===== config.mk =====
export PLATFORM = sky130hd
export DESIGN_NAME = bus_arbiter
export DESIGN_NICKNAME = d
export VERILOG_FILES = /design/src/rtl/bus_arbiter.sv
export SDC_FILE = /design/constraint.sdc
export NUM_CORES = 1
export LEC_CHECK = 0
export CORE_AREA = 10 10 198 200
export DETAILED_ROUTE_END_ITERATION = 8
export DIE_AREA = 0 0 208 210
export GPL_TIMING_DRIVEN = 1
export SYNTH_ARGS = -nofsm -noshare
export SYNTH_HDL_FRONTEND = slang
export SYNTH_SLANG_ARGS = --single-unit

===== constraint.sdc =====
create_clock -name clk -period 2.2 [get_ports clk]
set_input_delay 0.33 -clock clk [delete_from_list [all_inputs] [get_ports clk]]
set_output_delay 0.33 -clock clk [all_outputs]
set_load 0.03 [all_outputs]

===== src/rtl/bus_arbiter.sv =====
// bus_arbiter: N-channel request arbiter merging bus masters onto one
// downstream port, one transaction in flight (IDLE -> ADDR -> RESP).
// Optional macro BUS_ARBITER_RR_EN selects round-robin arbitration;
// when undefined, fixed priority (lowest index wins) is used.
module bus_arbiter #(
  parameter int NCH     = 2,
  parameter int AW      = 64,
  parameter int DW      = 64,
  parameter int TIMEOUT = 0
) (
  input  logic              clk,
  input  logic              rst_n,
  input  logic [NCH-1:0]    req,
  input  logic [NCH*AW-1:0] req_addr,
  input  logic [NCH*DW-1:0] req_wdata,
  input  logic [NCH-1:0]    req_we,
  input  logic [NCH*2-1:0]  req_size,
  output logic [NCH-1:0]    grant,
  output logic [NCH-1:0]    done,
  output logic              err,
  output logic [DW-1:0]     rdata,
  output logic              a_valid,
  input  logic              a_ready,
  output logic [AW-1:0]     a_addr,
  output logic [DW-1:0]     a_wdata,
  output logic              a_we,
  output logic [1:0]        a_size,
  input  logic              d_valid,
  input  logic              d_error,
  input  logic [DW-1:0]     d_data,
  output logic              busy
);

  localparam logic [1:0] ST_IDLE = 2'd0;
  localparam logic [1:0] ST_ADDR = 2'd1;
  localparam logic [1:0] ST_RESP = 2'd2;

  localparam int PW = (NCH > 1) ? $clog2(NCH) : 1;
  localparam int CW = (TIMEOUT > 1) ? $clog2(TIMEOUT + 1) : 1;
  localparam logic [CW-1:0] TO_LAST = CW'((TIMEOUT > 0) ? (TIMEOUT - 1) : 0);

  logic [1:0]     r_state;
  logic [NCH-1:0] r_grant;
  logic [NCH-1:0] r_done;
  logic           r_err;
  logic [DW-1:0]  r_rdata;
  logic [AW-1:0]  r_addr;
  logic [DW-1:0]  r_wdata;
  logic           r_we;
  logic [1:0]     r_size;
  logic [CW-1:0]  r_cnt;

  logic [PW-1:0]  w_win_idx;
  logic [NCH-1:0] w_win_onehot;
  logic [AW-1:0]  w_sel_addr;
  logic [DW-1:0]  w_sel_wdata;
  logic           w_sel_we;
  logic [1:0]     w_sel_size;
  logic           w_timeout;
  logic           w_resp_fire;
  logic           w_done_fire;

`ifdef BUS_ARBITER_RR_EN
  logic [PW-1:0]  r_ptr;
  logic [PW-1:0]  r_owner;
  logic [PW-1:0]  w_hi_idx;
  logic [PW-1:0]  w_lo_idx;
  logic           w_hi_found;

  // Round-robin: first requester above the last winner, else lowest at/below it.
  always_comb begin
    w_hi_idx   = '0;
    w_lo_idx   = '0;
    w_hi_found = 1'b0;
    for (int i = NCH - 1; i >= 0; i--) begin
      if (req[i] && (PW'(i) > r_ptr)) begin
        w_hi_idx   = PW'(i);
        w_hi_found = 1'b1;
      end
      if (req[i] && (PW'(i) <= r_ptr)) begin
        w_lo_idx = PW'(i);
      end
    end
    w_win_idx = w_hi_found ? w_hi_idx : w_lo_idx;
  end

  // Pointer tracks the owner and advances only when its done is issued.
  always_ff @(posedge clk) begin
    if (!rst_n) begin
      r_ptr   <= '0;
      r_owner <= '0;
    end else begin
      if (r_state == ST_IDLE && |req) begin
        r_owner <= w_win_idx;
      end
      if (w_done_fire) begin
        r_ptr <= r_owner;
      end
    end
  end
`else
  // Fixed priority: lowest requesting index wins.
  always_comb begin
    w_win_idx = '0;
    for (int i = NCH - 1; i >= 0; i--) begin
      if (req[i]) begin
        w_win_idx = PW'(i);
      end
    end
  end
`endif

  genvar gi;
  generate
    for (gi = 0; gi < NCH; gi++) begin : g_onehot
      assign w_win_onehot[gi] = (w_win_idx == PW'(gi)) && req[gi];
    end
  endgenerate

  // Mux the winning channel's request fields for latching.
  always_comb begin
    w_sel_addr  = '0;
    w_sel_wdata = '0;
    w_sel_we    = 1'b0;
    w_sel_size  = '0;
    for (int i = 0; i < NCH; i++) begin
      if (w_win_onehot[i]) begin
        w_sel_addr  = req_addr[i*AW +: AW];
        w_sel_wdata = req_wdata[i*DW +: DW];
        w_sel_we    = req_we[i];
        w_sel_size  = req_size[i*2 +: 2];
      end
    end
  end

  assign w_timeout   = (TIMEOUT > 0) && (r_state != ST_IDLE) && (r_cnt == TO_LAST);
  assign w_resp_fire = (r_state == ST_RESP) && d_valid;
  assign w_done_fire = w_resp_fire || w_timeout;

  // Main transaction FSM: grant, address phase, response or timeout.
  always_ff @(posedge clk) begin
    if (!rst_n) begin
      r_state <= ST_IDLE;
      r_grant <= '0;
      r_done  <= '0;
      r_err   <= 1'b0;
      r_rdata <= '0;
      r_addr  <= '0;
      r_wdata <= '0;
      r_we    <= 1'b0;
      r_size  <= '0;
      r_cnt   <= '0;
    end else begin
      r_done <= '0;
      if ((r_state != ST_IDLE) && (TIMEOUT > 0)) begin
        r_cnt <= r_cnt + 1'b1;
      end
      case (r_state)
        ST_IDLE: begin
          if (|req) begin
            r_grant <= w_win_onehot;
            r_addr  <= w_sel_addr;
            r_wdata <= w_sel_wdata;
            r_we    <= w_sel_we;
            r_size  <= w_sel_size;
            r_cnt   <= '0;
            r_state <= ST_ADDR;
          end
        end
        ST_ADDR, ST_RESP: begin
          if (w_resp_fire) begin
            r_done  <= r_grant;
            r_rdata <= d_data;
            r_err   <= d_error;
            r_grant <= '0;
            r_state <= ST_IDLE;
          end else if (w_timeout) begin
            r_done  <= r_grant;
            r_rdata <= '0;
            r_err   <= 1'b1;
            r_grant <= '0;
            r_state <= ST_IDLE;
          end else if ((r_state == ST_ADDR) && a_ready) begin
            r_state <= ST_RESP;
          end
        end
        default: r_state <= ST_IDLE;
      endcase
    end
  end

  assign grant   = r_grant;
  assign done    = r_done;
  assign err     = r_err;
  assign rdata   = r_rdata;
  assign a_valid = (r_state == ST_ADDR);
  assign a_addr  = r_addr;
  assign a_wdata = r_wdata;
  assign a_we    = r_we;
  assign a_size  = r_size;
  assign busy    = (r_state != ST_IDLE);

endmodule


# Word level (Yosys, flattened, before mapping)
# Index checks and enable logic that the tools add are counted.
# Widths: inputs -> output; s select.
# classes
bitwise	1
n_mux	17
eq_ne	5
reduce_logical	14
# ops
op	count
$mux 64	4
$mux 2	7
$pmux 2 s2	2
$reduce_and 2->1	3
$reduce_and 3->1	2
$logic_and 1x1->1	4
$mux 1	4
$ne 2x2->1 const B	2
$reduce_bool 2->1	2
$reduce_or 2->1	2
$ne 3x3->1 const B	1
$eq 2x1->1 const B	1
$eq 2x2->1 const B	1
$logic_not 2->1	1
$not 1->1	1
# word_totals
inputBits	333
elab_cells	46
regBits	202

# Depth between registers and ports, before layout
# logic_depth
ltp_word	6
depth_mapped	9

# Worst setup path before layout
# No wires, ideal clock.
# synth_path
kind	reg-to-reg
from	register r_state[0]
to	register r_done[0] (netlist: done[0])
path_stages_with_launch	8
arrival_time_ns	1.503
period_less_slack_ns	1.619
t_required_ns	2.084
path_slack_ns	0.581
cell_sequence	dfxtp_1 > inv_1 > ha_1 > and3_1 > buf_2 > buf_6 > buf_4 > and3_1
# synth_via
elab_chain_len	3
word_cells_on_any_way	5
# synth_rtl
element	line_no	source
from (decl)	42	logic [1:0] r_state;
from (signal assigned)	143	r_state <= ST_IDLE;
from (signal assigned)	167	r_state <= ST_ADDR;
from (signal assigned)	176	r_state <= ST_IDLE;
$eq 2x1->1 or $eq 2x2->1 (tied branches)	158, 137	
$reduce_or 2->1 or $logic_and 1x1->1 (tied branches)	158, 137	
$reduce_and 3->1 (no source line) (*)	--	
to (signal assigned)	172	r_done <= r_grant;
to (signal assigned)	178	r_done <= r_grant;
to (decl)	44	logic [NCH-1:0] r_done;
# Mark *: on every way between the ends. The rest lies on a longest branch, timed or not.
# A chain may end at the register's enable or synchronous reset.

# Final worst setup path
# layout_path
from	register r_state[0]
to	output port busy
# layout_via
elab_chain_len	1
# layout_rtl
element	line_no	source
$reduce_bool 2->1	201	assign busy = (r_state != ST_IDLE);
to (decl)	31	output logic busy
# Every way passes these cells.

==> flow_metrics.tcl <==
set metrics [dict create \
    outcome "complete, no violations" \
    synthSimpleGateAreaFrac_pct 7.29 \
    critPathLaunch "r_state[0]" \
    min-delay-start "rst_n" \
    cp-end-kind "primary output" \
    clock-sinks 202 \
    ys_seq_area_share_pct 51.6 \
    core_mm2 0.0352 \
    synthArstFlopShare_pct 0 \
    critPathCapture "busy" \
    reg2regPathDepth 6 \
    cp_slowest_cell "dlygate4sd2_1" \
    routed_wl_um 39000 \
    io_buffer_count 534 \
    p_per_area_mw_per_mm2 1100 \
    worstHoldPathType "in -> reg" \
    cp_max_fo 5 \
    p_switching_w 0.00628 \
    worst_pin_slew_ps 680 \
    topRoutingLayerUsed "met4" \
    grt_pass1_vias 8992 \
    synthesis.area_mm2 0.00784 \
    dp_hpwl_um 29200 \
    internal_power_w 0.00961 \
    setup.worst_path.class "reg -> out" \
    r2r_start "r_state[0]" \
    rows 69 \
    syn_to_final_growth_pct 83.7 \
    grt_overflow_total 0 \
    grt_usage_pct 16.5 \
    grt_max_degree 132 \
    die_y_um 210 \
    synth_xor_area_share_pct 0 \
    setup_viol 0 \
    synth_adder_area_share_pct 0.798 \
    drt_iter0_markers 456 \
    fmax_ghz 0.486 \
    placedInstanceArea_mm2 0.0137 \
    pin_count 535 \
    start_kind "flop" \
    fillers 3498 \
    finalSetupTns_ps 0 \
    p_leak_nw 5.07 \
    yosys_warnings 0 \
    seqPwrFrac_pct 31.9 \
    clock_latency_ps 520 \
    final_common_cell "clkdlybuf4s50_1" \
    worstPathRequired_ps 1870 \
    crit_chain "inv_1, ha_4, inv_2, dlygate4sd2_1" \
    synth_enable_flop_cells 0 \
    antenna_found_initial 1 \
    maxCapViolations 0 \
    post-route-min-period_ps 2060 \
    synth_compound_area_share_pct 34.3 \
    cp_slowest_stage_delay_ps 430 \
    reg2reg_slack_ps 460 \
    start_util_pct 22.3 \
    pwr-share-clk_pct 24.1 \
    synthCells 918 \
    dieWidth_um 208 \
    grt_first_pass_wirelength_um 57800 \
    arrival_ps 1730 \
    clockRootBuffer "clkbuf_16" \
    wl_met3_um 3190 \
    slew_viol_final 0 \
    synth.avg_cell_area_um2 8.54 \
    cts_inserted_buffers 25 \
    cts_tree "done" \
    die_area_mm2 0.0437 \
    pwr-share-comb_pct 44.0 \
    synth_nets 1256 \
    nNetsFinal 1748 \
    worst_slew_margin_rel_pct 54.7 \
    htreeDepth 1 \
    fin_area_mm2 0.0144 \
    via_count 8774 \
    synth_cell_types 25 \
    dr_wl_met2_um 19600 \
    drt_pass1_iterations 4 \
    synth_top_family_by_area "compound AO/OA/AOI/OAI gates" \
    clk_pin_slew_ps 60 \
    gp_congestion 0.823 \
    skew_ps 10.7 \
    ctsHoldBuffers 0 \
    final_cell_mix "531 x clkdlybuf4s50_1, 202 x dfxtp_1, 133 x a21oi_1" \
    cts_buffer_depth 3 \
    avgViaCountPerCell 4.65 \
    worstReg2RegEnd "rdata[50]" \
    drc 0 \
    synth_mux_area_share_pct 0 \
    drt-met1-wl_um 15400 \
    rsz0062_at_grt "no" \
    wl_per_cell_um 20.7 \
    hold_viol_final 0 \
    antenna_left 0 \
    period_share_pct 93.6 \
    synth_ff_type "dfxtp_1" \
    peakVddDrop_v 0.000990 \
    swShare_pct 39.5 \
    drive_gt1_share_pct 4.71 \
    ys_ff_latch 202 \
]
==> power groups by stage <==
stage	Combinational (W)	Clock [W]	Sequential [W]
after floorplan	0.00200	0	0.00682
after global placement	0.00707	0	0.00509
after detailed placement	0.00706	0	0.00511
after CTS	0.00708	0.00397	0.00507
after global routing	0.00741	0.00413	0.00518
final	0.00699	0.00382	0.00507
==> critical path: cells and delay by family (launching register included) <==
| family | cells | cell delay (ps) |
|---|---|---|
| buf+inv | 3 | 620 |
| flops | 1 | 410 |
| fa+ha+maj | 1 | 200 |
==> cells by family after synthesis <==
logic type                 after synthesis
AOI/OAI and AO/OA                      469
buffers and inverters                   98
adders and majority gates                5
and+or+nand+nor                        144
DFF                                    202
==> stage by stage <==
| step | hold WS (ps) | instances | util [%] | total power (W) | setup slack, ps |
|---|---|---|---|---|---|
| finish | 278 | 1885 | 40.9 | 0.0159 | 141 |
| global route | 288 | 1885 | 40.9 | 0.0167 | 18.1 |
| CTS | 270 | 1884 | 40.9 | 0.0161 | 95.6 |
| detailed placement | 444 | 1844 | 38.8 | 0.0122 | 245 |
| global placement | 439 | 1844 | 38.8 | 0.0122 | 249 |
| floorplan | 465 | 918 | - | 0.00881 | 581 |
==> sequential cells by signal (all words and copies together), names as in the netlist <==
name     count
done         2
rdata       64
a_wdata     64
a_addr      64
grant        2
err          1
r_state      2
a_size       2
a_we         1
==> how the worst min path moves through the flow <==
stage | cells past startpoint | end
finish | 2 | rdata[34]
CTS | 3 | a_addr[8]
global placement | 2 | rdata[32]
floorplan | 2 | rdata[14]
global route | 2 | rdata[34]
detailed placement | 2 | rdata[29]
==> final cells by class <==
class	count	area, µm²	area share (%)
diodes	1	2.50	0.0174
flip-flops and latches	202	4040	28.1
clock inverters	2	15.0	0.104
well taps	461	577	4.00
multi-input cells	618	3350	23.3
clock buffers	38	734	5.10
repair buffers	559	5670	39.3
inverters	4	17.5	0.122
==> cells in the mapped netlist (all sizes together), types with 2 or more instances <==
| cell | count | share of area [%] |
|---|---|---|
| dfxtp | 202 | 52 |
| clkbuf | 54 | 2.6 |
| nand3 | 2 | 0.13 |
| o31ai | 2 | 0.19 |
| a21oi | 133 | 8.5 |
| buf | 40 | 3.2 |
| or4 | 2 | 0.19 |
| nor2 | 4 | 0.29 |
| o21ai | 133 | 8.5 |
| ha | 5 | 0.80 |
| o22ai | 131 | 10 |
| and3 | 3 | 0.24 |
| nand2 | 132 | 6.3 |
| inv | 4 | 0.19 |
| a21boi | 68 | 6.5 |
==> repair_timing <==
| action | CTS | global route |
|---|---|---|
| endpoints found under the setup margin | 2 | 0 |
| setup buffers | 0 | 0 |
| gates resized for setup | 2 | 0 |
==> routing by layer <==
metal  up-vias  GRT usage (%)
met5         -              0
met4         0           4.15
met3        46           5.44
met2       353           29.0
met1      4083           18.8
li1       4292              -
(Power assumes the default switching activity.)
